<file path="src/rtl/enc_word_packer.sv">
// enc_word_packer: packs encrypted bytes little-endian into words,
// with an XOR checksum, a byte count and a single output holding slot.
module enc_word_packer #(
    parameter int BYTES_PER_WORD = 4,
    parameter int DATA_W         = 8,
    parameter int LEN_W          = 3
) (
    input  logic                             clock,
    input  logic                             reset,
    input  logic [DATA_W-1:0]                in_byte,
    input  logic                             in_valid,
    output logic                             in_ready,
    input  logic                             flush,
    output logic                             flush_ack,
    output logic [DATA_W*BYTES_PER_WORD-1:0] out_word,
    output logic [DATA_W-1:0]                out_chk,
    output logic [LEN_W-1:0]                 out_len,
    output logic                             out_valid,
    input  logic                             out_ready
);

    localparam int WORD_W = DATA_W * BYTES_PER_WORD;
    localparam int CNT_W  = (BYTES_PER_WORD > 2) ? $clog2(BYTES_PER_WORD) : 1;
    localparam logic [CNT_W-1:0] LAST = CNT_W'(BYTES_PER_WORD - 1);

    logic [CNT_W-1:0]  cnt_q, cnt_d;
    logic [WORD_W-1:0] acc_q, acc_d;
    logic [DATA_W-1:0] chk_q, chk_d;
    logic              ovld_q, ovld_d;
    logic [WORD_W-1:0] oword_q, oword_d;
    logic [DATA_W-1:0] ochk_q, ochk_d;
    logic [LEN_W-1:0]  olen_q, olen_d;

    logic              slot_free;
    logic              accept;
    logic              emit;
    logic [WORD_W-1:0] acc_nx;
    logic [DATA_W-1:0] chk_nx;
    logic [LEN_W-1:0]  len_nx;

    // Handshake decisions: the final lane may only fill when the slot can take the word
    always_comb begin
        slot_free = !ovld_q || out_ready;
        in_ready  = slot_free || (cnt_q != LAST);
        accept    = in_valid && in_ready;
        flush_ack = flush && slot_free && ((cnt_q != '0) || accept);
        emit      = (accept && (cnt_q == LAST)) || flush_ack;
    end

    // Accumulator, checksum and length including this cycle's accepted byte
    always_comb begin
        acc_nx = acc_q;
        for (int i = 0; i < BYTES_PER_WORD; i++) begin
            if (accept && (cnt_q == CNT_W'(i))) begin
                acc_nx[i*DATA_W +: DATA_W] = in_byte;
            end
        end
        chk_nx = chk_q ^ (accept ? in_byte : '0);
        len_nx = LEN_W'(cnt_q) + LEN_W'(accept);
    end

    // Next state: emit moves the word into the slot and restarts the accumulator
    always_comb begin
        cnt_d   = cnt_q;
        acc_d   = acc_q;
        chk_d   = chk_q;
        ovld_d  = ovld_q;
        oword_d = oword_q;
        ochk_d  = ochk_q;
        olen_d  = olen_q;
        if (emit) begin
            oword_d = acc_nx;
            ochk_d  = chk_nx;
            olen_d  = len_nx;
            ovld_d  = 1'b1;
            cnt_d   = '0;
            acc_d   = '0;
            chk_d   = '0;
        end else begin
            acc_d = acc_nx;
            chk_d = chk_nx;
            cnt_d = cnt_q + CNT_W'(accept);
            if (ovld_q && out_ready) begin
                ovld_d = 1'b0;
            end
        end
    end

    // State registers with synchronous reset
    always_ff @(posedge clock) begin
        if (reset) begin
            cnt_q   <= '0;
            acc_q   <= '0;
            chk_q   <= '0;
            ovld_q  <= 1'b0;
            oword_q <= '0;
            ochk_q  <= '0;
            olen_q  <= '0;
        end else begin
            cnt_q   <= cnt_d;
            acc_q   <= acc_d;
            chk_q   <= chk_d;
            ovld_q  <= ovld_d;
            oword_q <= oword_d;
            ochk_q  <= ochk_d;
            olen_q  <= olen_d;
        end
    end

    assign out_word  = oword_q;
    assign out_chk   = ochk_q;
    assign out_len   = olen_q;
    assign out_valid = ovld_q;

endmodule

</file>
<file path="config.mk">
export PLATFORM = sky130hd
export DESIGN_NAME = enc_word_packer
export DESIGN_NICKNAME = d
export VERILOG_FILES = /design/src/rtl/enc_word_packer.sv
export SDC_FILE = /design/constraint.sdc
export NUM_CORES = 1
export LEC_CHECK = 0
export CORE_MARGIN = 1
export CORE_UTILIZATION = 55
export CTS_BUF_LIST = sky130_fd_sc_hd__clkbuf_8
export DETAILED_ROUTE_END_ITERATION = 10
export PLACE_DENSITY = 0.84
export SETUP_SLACK_MARGIN = 0.2
export SYNTH_ARGS = -nofsm -noshare
export SYNTH_HDL_FRONTEND = slang
export SYNTH_SLANG_ARGS = --single-unit
</file>
<file path="constraint.sdc">
create_clock -name clock -period 4.1 [get_ports clock]
set_input_delay 0.615 -clock clock [delete_from_list [all_inputs] [get_ports clock]]
set_output_delay 0.615 -clock clock [all_outputs]
set_load 0.01 [all_outputs]
</file>
==> run summary, run 1 <==
The number of remaining DRC errors is 0. For the pin with the worst max-slew slack, the measured transition is 840 ps. The share of total power dissipated in combinational logic is 0.169. The number of diodes came out at 0. The wire length per cell after detailed routing is 16.0 um.

The distinct cell type count after synthesis is 25. The power density over the cells came out at 473 nW/um2. The sequential share of power came out at 0.494. Summed over all cells, the static leakage comes to 1.55 nW. The number of nets handed over by synthesis was 330. STA classifies the critical path startpoint as an input pin.

The fraction of power consumed by the clock network came out at 0.337. The number of cells on the worst hold path is 2. The final critical delay including setup and external delays came out at 2800 ps. During placement, the flow inserted port buffers numbering 58. The switching power share of the total is 0.251. Clock-pin slew was measured on the worst setup and hold paths at 80 ps. For this run, the slowest stage of the critical path takes 810 ps. The TritonCTS sink count is 86. The height of the die is 77.7 um. The worst setup path is captured at an output pin. The worst reg-to-reg path cell count is 5. The flow ran to the end, and the final reports show no timing, DRC or antenna violations. The die area came out at 6030 um2.

The worst slew margin relative to its limit is 0.439. The final count of hold timing violations came out at 0. The startpoint identified for the worst register-to-register timing path is cnt_q[0]. The area growth from synthesis to layout is 25.5%. The clock reaches the later pin of the worst-skew pair after 340 ps. The longest clock path from root to sink contains 2 buffers. The net count of the finished layout came out at 378. Of the cells placed in the final design, the portion with a size suffix greater than 1 is 0.0679. The capture instance of the worst register-to-register path is out_word[21]. The tree is rooted in a clkbuf_8.

The detail route stage leaves a number of antenna-violating nets equal to 0. The number of iterations in the first detailed-routing pass came out at 4. The hold-fix buffer count after cts came out at 0. The number of top-level pins came out at 59.

The setup TNS after final layout came out at 0 ps. The width of the die came out at 77.7 um. The largest net degree at the start of global routing came out at 46. Once placement completed, the tool counted placed cells totaling 424. The H-tree level count came out at 3. The worst hold path begins at out_len[2]. Summed over all layers, the routed wires come to 7.02 mm. In the global route stage, overall resource usage came out at 0.247.

The worst supply voltage drop on vdd came out at 0.316 mV. The total overflow left after global routing is 0. The via count of the first global-routing pass is 2334.

The initial core utilization came out at 0.572. The per-instance average area after synthesis is 10.0 um2. The core box area came out at 5510 um2. The top fanout value on the critical path is 16.

Setup repair after global routing left no endpoint under its margin. The max-capacitance violation count came out at 0. The number of post-CTS setup repair buffers came out at 0. The count of yosys warnings during synthesis is 0.

The number of buffer and inverter instances along the worst setup path is 2. Synthesis produced a netlist whose cell count is 315. The first global-routing pass estimated 11.4 mm of wire. The number of design-rule violations left by the first detailed-router iteration is 133. The category of the most critical setup path is input pin to output pin.

The proportion of synthesized chip area in sequential cells came out at 0.547. The most prevalent standard cell on the critical path is clkdlybuf4s50_1. The placed wire-length estimate came out at 4.55 mm. The routability-driven placement congestion ratio came out at 0.784. The total power draw came out at 1.87 mW. Summing every instance area after synthesis gives 3150 um2. The number of core rows is 27. In this run the worst hold path is classified as flop to flop. The max-slew violation count is 0. The via total after detailed routing came out at 2446.

Cell internal power was estimated by the tool at 1.40 mW. The net switching power of the design is 0.470 mW. The final non-filler cell total is 440.

The required time of the critical path came out at 3480 ps. Data on the critical path arrives at its endpoint at 2180 ps. The part of the cycle the worst path needs is 0.682.

Post-CTS repair changed the size of 0 cells. The slowest stage of the critical path belongs to the cell clkdlybuf4s50_1. The clock skew is 7.65 ps.

The family with the most delay on the worst path is buffers and inverters. The critical path goes through clkdlybuf4s50_1, o211a_1, clkdlybuf4s50_1. Dividing the detail-routed via count by the number of cells gives 5.56.

Counting the buffers created by CTS gives 9. The maximum achievable frequency is 0.358 GHz. After synthesis the netlist holds a flip-flop and latch count of 86.

The number of antenna violations at the first check in global routing is 0. The register-to-register setup slack came out at 2120 ps. Setup violations remaining at the end of the flow were counted as 0. The path with the worst hold slack has its endpoint at out_len[2].

TritonCTS built the clock tree.
-- cells in the final DEF, fill, tap and decap left out --
master and instances:
clkdlybuf4s50_1 58, nand4b_1 1, a21oi_1 44, nor2_1 42, nor2b_1 1, nand2b_1 1
inv_1 5, o211a_1 1, nand3b_1 2, a22o_1 1, xor2_1 8, dfxtp_1 86
clkinv_2 2, a21o_1 2, mux2i_1 32, a211oi_1 40, clkbuf_8 10, bufinv_16 2
o21ai_0 3, and2_1 1, ha_1 2, nor2_2 3, buf_4 7, nand3_1 12
or2_4 1, a22oi_1 1
-- how the worst max path moves through the flow --
stage	startpoint	cells past startpoint	to	slack [ps]
floorplan	out_ready	4	flush_ack	2020
global placement	in_valid	5	out_chk[7]	1320
detailed placement	in_valid	5	out_word[21]	1260
CTS	in_valid	3	flush_ack	1300
global route	in_valid	3	flush_ack	1240
finish	in_valid	3	flush_ack	1300
-- state kept, by name, summed over array words and instances, names as in the netlist --
signal,cells
chk_q,8
out_len,3
out_valid,1
out_chk,8
acc_q,32
out_word,32
cnt_q,2
-- power groups by stage --
stage | Sequential, mW | Combinational (mW) | Clock, mW
after global routing | 0.932 | 0.340 | 0.678
final | 0.924 | 0.316 | 0.630
after CTS | 0.925 | 0.318 | 0.643
after global placement | 0.941 | 0.309 | 0
after detailed placement | 0.943 | 0.316 | 0
after floorplan | 0.960 | 0.162 | 0
-- synth_stat cells --
| library cell | instances | area (um2) |
|---|---|---|
| a22oi_1 | 1 | 7.51 |
| clkbuf_1 | 18 | 67.6 |
| buf_2 | 3 | 15.0 |
| buf_1 | 3 | 11.3 |
| a22o_1 | 1 | 8.76 |
| xor2_1 | 8 | 70.1 |
| or2_4 | 1 | 8.76 |
| ha_1 | 2 | 25.0 |
| and2_1 | 1 | 6.26 |
| nand2b_1 | 1 | 6.26 |
| nand3_1 | 12 | 60.1 |
| mux2i_1 | 32 | 320 |
| nor2_2 | 2 | 12.5 |
| dfxtp_1 | 86 | 1720 |
| a21oi_1 | 44 | 220 |
| nor2b_1 | 1 | 6.26 |
| nand3b_1 | 2 | 15.0 |
| o211a_1 | 1 | 10.0 |
| nor2_1 | 43 | 161 |
| a21o_1 | 2 | 15.0 |
| buf_6 | 4 | 45.0 |
| o21ai_0 | 3 | 15.0 |
| a211oi_1 | 40 | 300 |
| inv_1 | 3 | 11.3 |
| nand4b_1 | 1 | 8.76 |
-- per-stage QoR --
| stage | area (um2) | util | setup slack [ps] | hold WS [ps] |
|---|---|---|---|---|
| 5_1_grt | 3950 | 0.718 | 1240 | 530 |
| 3_3_place_gp | 3740 | 0.678 | 1320 | 471 |
| 4_1_cts | 3950 | 0.718 | 1300 | 487 |
| 2_1_floorplan | 3150 | - | 2020 | 456 |
| 3_5_place_dp | 3740 | 0.678 | 1260 | 475 |
| 6_report | 3950 | 0.718 | 1300 | 489 |
-- cell type report --
| type | count | area [um2] |
|---|---|---|
| well taps | 72 | 90.1 |
| clock buffers | 10 | 138 |
| repair buffers | 65 | 633 |
| fillers | 414 | 1560 |
| inverters | 3 | 11.3 |
| flip-flops and latches | 86 | 1720 |
| clock inverters | 6 | 77.6 |
| multi-input cells | 198 | 1280 |
-- worst reg2reg max path: stages (launching register included) --
cell	delay, ps
dfxtp_1	450
or2_4	200
a22oi_1	160
nor2_2	470
buf_4	410
a211oi_1	140
-- cell families after synthesis --
logic type / share of synthesized area
DFF: 0.547
muxes: 0.102
adders and majority gates: 0.00794
and+or+nand+nor: 0.0906
buffers and inverters: 0.0477
AOI/OAI and AO/OA: 0.183
xor gates and xnor gates: 0.0222
-- layer usage --
layer,share of wire,global-route usage,up-vias
met1,0.45,0.325,1153
met4,0.019,0.125,0
met2,0.48,0.390,74
met5,0,0,-
met3,0.053,0.0412,13
li1,-,-,1206
Note: power is estimated with default switching activity, not from simulation.
==> run 2, diff against run 1 <==
--- a/config.mk
+++ b/config.mk
@@ -6,10 +6,10 @@
 export NUM_CORES = 1
 export LEC_CHECK = 0
 export CORE_MARGIN = 1
-export CORE_UTILIZATION = 55
+export CORE_UTILIZATION = 53
 export CTS_BUF_LIST = sky130_fd_sc_hd__clkbuf_8
 export DETAILED_ROUTE_END_ITERATION = 10
-export PLACE_DENSITY = 0.84
+export PLACE_DENSITY = 0.81
 export SETUP_SLACK_MARGIN = 0.2
 export SYNTH_ARGS = -nofsm -noshare
 export SYNTH_HDL_FRONTEND = slang
==> constraint.sdc (replaced) <==
create_clock -name clock -period 2.6 [get_ports clock]
set_input_delay 0.39 -clock clock [delete_from_list [all_inputs] [get_ports clock]]
set_output_delay 0.39 -clock clock [all_outputs]
set_load 0.01 [all_outputs]
==> run summary, run 2 (synthesized netlist as in run 1, its figures left out) <==
The worst-path cell with the longest stage delay is clkdlybuf4s50_1. The fraction of final layout cells sized beyond drive strength 1 is 0.0858 (+0.0179). The type of the most critical hold path is flop to flop.

The routed wire length came out at 7.40 mm (+5.5%). The worst supply voltage drop on vdd is 0.495 mV (+57%). Setup repair after global routing left no endpoint under its margin. The number of diodes came to 0 (unchanged).

The number of remaining DRC errors came out at 0 (unchanged). The maximum achievable frequency came out at 0.470 GHz. The remaining global-route overflow was 0 (unchanged). The critical path goes through or2_4, o211a_1, clkdlybuf4s50_1. The total CTS buffers was 9 (unchanged). The number of design-rule violations left by the first detailed-router iteration is 168 (+26%). The number of iterations in the first detailed-routing pass is 4 (unchanged).

The wire length per cell after detailed routing came out at 16.6 um (+4.3%). Leaving out fill and tap cells, the most frequent cell in the layout is dfxtp_1. The library cells used most frequently in the layout, excluding fill and tap cells, are dfxtp_1 (86), clkdlybuf4s50_1 (58), a21oi_1 (44). The element type at the critical path end is an output pin. The largest stage delay on the critical path was 490 ps (-320 ps). The initial core utilization is 0.562 (-0.0103). The first-pass GRT wire length is 12.3 mm (+7.6%).

The global-route usage over all layers is 0.259 (+0.0122). The via count of the first global-routing pass is 2437 (+4.4%). The total of cells resized after clock tree synthesis was 0 (unchanged). The clock tree buffer depth came out at 2 (unchanged). The number of core rows came out at 27 (unchanged). By startpoint and endpoint, the worst setup path is classified as flop to output pin. The H-tree level count came to 3 (unchanged).

The remaining antenna violation count after routing is 0 (unchanged). The setup TNS after final layout came out at 0 ps (unchanged). The height of the die came to 79.1 um (+1.8%). The clock-pin slew on the worst setup and hold paths is 80 ps (about the same). The routability-driven placement congestion ratio is 0.739 (-5.7%).

STA classifies the critical path startpoint as a flop. The number of post-CTS setup repair buffers is 0 (unchanged). TritonCTS built the clock tree. The area growth from synthesis to layout came out at 26.0%. The width of the die is 79.1 um (+1.8%). The number of buffer and inverter instances along the worst setup path came out at 1 (-1). The via total after detailed routing came out at 2500 (+2.2%). The number of antenna violations at the first check in global routing is 0 (unchanged). The number of top-level pins is 59 (unchanged).

The final standard cell utilization of the core came to 0.708 (-0.00984). The die area is 6250 um2 (+3.7%). The flow ran to the end, and the final reports show no timing, DRC or antenna violations.

The clock skew came out at 10.2 ps (+2.52 ps). The clock insertion delay at the later pin of the skew report came to 350 ps (about the same). The arrival time of data at the critical path endpoint is 1740 ps (-440 ps). The final critical-path setup slack came out at 475 ps (-830 ps). Broken down by cell family, the worst path's largest delay share belongs to buffers and inverters. The hold-fix buffer count after cts came out at 0 (unchanged). The final design area excluding fillers came out at 3970 um2 (+0.44%).

The top fanout value on the critical path came out at 7 (-9). The total setup violations reported at the end of the flow is 0 (unchanged). The pre-CTS worst setup slack is 375 ps (-888 ps). The power density over the cells came out at 725 nW/um2 (+53%). The net count of the finished layout is 384 (+1.6%).

The largest net degree at the start of global routing came to 46 (unchanged). Of the available clock period, the critical path in the final layout requires 0.817. The reported leakage power is 1.56 nW (+0.80%). The cell sitting at the root of the clock tree is a clkbuf_8. The placed wire-length estimate is 4.80 mm (+5.5%). The via density per instance came out at 5.62 (+1.1%).

The TritonCTS sink count is 86 (unchanged). The final critical delay including setup and external delays came out at 2130 ps. The core box area came out at 5610 um2 (+1.8%). The count of buffers from port buffering came out at 58 (unchanged).

The final count of hold timing violations came out at 0 (unchanged). The max-capacitance violation count was 0 (unchanged). The max-slew violation count is 0 (unchanged). The worst slew margin relative to its limit came out at 0.608 (+0.169). The post-placement cell area is 3780 um2 (+1.2%). The required time of the critical path is 2210 ps (-1270 ps). The transition time at the pin with the least slew margin came out at 588 ps (-252 ps).
-- run 2: path summary, 6_finish.rpt --
kind	from	endpoint	slack, ps	depth (start not counted)
min reg2reg	out_len[1]	out_len[1]	480	2
max reg2reg	cnt_q[0]	out_word[0]	720	5
max	cnt_q[0]	flush_ack	470	3
min	out_len[1]	out_len[1]	480	2
-- run 2: final cells by class --
type	count	area, um2
Clock buffer	10	138
Clock inverter	5	50.0
Fill cell	469	1640
Inverter	3	11.3
Multi-Input combinational cell	198	1280
Sequential cell	86	1720
Tap cell	72	90.1
Timing Repair Buffer	71	678
-- run 2: per-stage QoR --
stage                     power [mW]  hold WS (ps)  instances
after floorplan                 1.77           456        315
after global placement          1.98           467        430
after detailed placement        2.00           473        430
after CTS                       2.88           486        445
after global routing            3.00           528        445
final                           2.88           483        445
-- run 2: tightest hold or removal path: stages, from the launching register on --
cell and delay, ps:
dfxtp_1 310, o21ai_0 70, a21oi_1 60
-- run 2: power by group --
group          internal [mW]  switching (mW)  leakage, nW
logic                  0.248           0.265        0.754
clock network          0.459           0.446        0.102
registers               1.41          0.0494        0.703
total                   2.12           0.761         1.56
-- run 2: routing by layer --
layer	share of wire	GRT usage	routed length, um	up-vias
met5	0	0	0	-
met4	0.020	0.109	146	0
met3	0.050	0.0402	370	13
met2	0.46	0.402	3420	76
met1	0.47	0.359	3460	1189
li1	-	-	-	1222
==> run 3, diff against run 2 <==
==> constraint.sdc (replaced) <==
create_clock -name clock -period 2.1 [get_ports clock]
set_input_delay 0.315 -clock clock [delete_from_list [all_inputs] [get_ports clock]]
set_output_delay 0.315 -clock clock [all_outputs]
set_load 0.01 [all_outputs]
==> run summary, run 3 (synthesized netlist as in run 1, its figures left out) <==
The run finished with clean final reports. The setup path with the least slack is of type flop to output pin. The pre-CTS worst setup slack came out at 98.0 ps (-277 ps). The hold-fix buffer count after cts came out at 0 (unchanged). The count of buffers from port buffering is 58 (unchanged). The via total after detailed routing came to 2558 (+2.3%). The max-slew violation count came out at 0 (unchanged). The routability-driven placement congestion ratio came out at 0.808 (+9.3%). The worst supply voltage drop on vdd is 0.539 mV (+8.9%). The arrival time of data at the critical path endpoint came out at 1490 ps (-250 ps). The power density over the cells came to 870 nW/um2 (+20%). The fill cell total of the finished layout is 441 (-6.0%). The net count of the finished layout was 388 (+1.0%).

The largest stage delay on the critical path came out at 360 ps (-130 ps). The max-capacitance violation count was 0 (unchanged). The wire length per cell after detailed routing came to 16.6 um (about the same). The core box area came out at 5610 um2 (unchanged). The number of diodes is 0 (unchanged). The maximum achievable frequency came out at 0.554 GHz. The number of remaining DRC errors is 0 (unchanged). The number of core rows is 27 (unchanged). The top fanout value on the critical path came out at 7 (unchanged). The TritonCTS sink count came out at 86 (unchanged). The via density per instance is 5.68 (+1.2%). The clock tree buffer depth is 2 (unchanged).

The height of the die came out at 79.1 um (unchanged). The H-tree level count came out at 3 (unchanged). The required time of the critical path is 1780 ps (-430 ps). The number of post-CTS setup repair buffers came out at 0 (unchanged).

The width of the die came out at 79.1 um (unchanged). In the layout the commonest cells are dfxtp_1 (84), clkdlybuf4s50_1 (56), a21oi_1 (44). The via count of the first global-routing pass came to 2382 (-2.3%).

The type of the most critical hold path is flop to flop. The clock skew came out at 8.06 ps (-2.11 ps). Traced cell by cell, the critical path runs through or2_4, o211a_1, dlygate4sd2_1. The worst slew margin relative to its limit was 0.685 (+0.0771). The remaining antenna violation count after routing was 0 (unchanged). The final critical delay including setup and external delays came out at 1800 ps. The master cell of the clock root buffer is clkbuf_8. The number of iterations in the first detailed-routing pass is 4 (unchanged). The remaining global-route overflow is 0 (unchanged). Relative to the synthesized area, the layout overhead comes to 27.5%. The first-pass GRT wire length is 11.9 mm (-3.4%).

The initial core utilization came out at 0.562 (unchanged). The number of top-level pins came out at 59 (unchanged). The final critical-path setup slack came out at 295 ps (-180 ps). The part of the cycle the worst path needs is 0.859. The setup TNS after final layout came out at 0 ps (unchanged). The final count of hold timing violations came out at 0 (unchanged). The number of antenna violations at the first check in global routing came to 0 (unchanged). The routed wire length is 7.49 mm (+1.1%). The final non-filler cell total came out at 450 (+1.1%). The tightest hold margin came to 491 ps (+7.40 ps).

Setup repair after global routing left no endpoint under its margin. The placed wire-length estimate came out at 4.77 mm (-0.55%). The worst-path cell with the longest stage delay is dfxtp_2.

TritonCTS built the clock tree. The total setup violations reported at the end of the flow came out at 0 (unchanged). The number of instances in the placed design is 434 (+0.93%). STA classifies the critical path startpoint as a flop. The global-route usage over all layers is 0.254 (-0.00556).

The clock insertion delay at the later pin of the skew report came out at 360 ps (about the same). The total CTS buffers was 9 (unchanged). The reported leakage power was 1.58 nW (+1.5%).

The transition time at the pin with the least slew margin is 472 ps (-116 ps). The fraction of final layout cells sized beyond drive strength 1 came out at 0.101 (+0.0147). The largest net degree at the start of global routing was 46 (unchanged). The die area is 6250 um2 (unchanged).

The number of design-rule violations left by the first detailed-router iteration is 198 (+18%). Leaving out fill and tap cells, the most frequent cell in the layout is dfxtp_1. STA classifies the critical path endpoint as an output pin. The clock-pin slew on the worst setup and hold paths is 80 ps (about the same).
==> run 3: worst paths after layout <==
path,startpoint,to,slack [ps],cells past startpoint
min reg2reg,out_len[1],out_len[1],490,2
max,cnt_q[0],flush_ack,300,3
min,out_len[1],out_len[1],490,2
max reg2reg,cnt_q[0],out_word[6],420,5
==> run 3: critical path: cells and delay by family (launching register included) <==
family / cells / cell delay, ps
DFF: 1 / 360
AOI/OAI and AO/OA: 1 / 210
buffers and inverters: 1 / 280
and+or+nand+nor: 1 / 280
==> run 3: what timing repair did <==
item                                    CTS  global route
resized for setup                         3             1
endpoints found under the setup margin    1             1
hold endpoints to repair                  0             0
==> run 3: layout make-up <==
class | count | area (um2) | share of cell area
Timing Repair Buffer | 75 | 734 | 0.183
Clock buffer | 10 | 138 | 0.0343
Clock inverter | 6 | 38.8 | 0.00966
Multi-Input combinational cell | 198 | 1280 | 0.319
Tap cell | 72 | 90.1 | 0.0224
Sequential cell | 86 | 1720 | 0.429
Inverter | 3 | 11.3 | 0.00280
==> run 3: metal layers <==
metal / vias to the layer above / GRT usage / routed length [um]
li1: 1229 / - / -
met1: 1241 / 0.334 / 3490
met2: 74 / 0.406 / 3510
met3: 14 / 0.0391 / 354
met4: 0 / 0.122 / 136
met5: - / 0 / 0
==> run 3: where the power goes <==
part           internal [mW]  leakage (nW)  total [mW]  switching (mW)
Combinational          0.318         0.786       0.648           0.330
Clock                  0.457        0.0934        1.04           0.580
Sequential              1.75         0.704        1.81          0.0616
==> run 3: stage by stage <==
stage	cell area [um2]	power (mW)	util
final	4020	3.49	0.716
after global placement	3840	2.47	0.684
after CTS	4010	3.50	0.716
after floorplan	3150	2.19	-
after global routing	4020	3.63	0.716
after detailed placement	3840	2.49	0.684
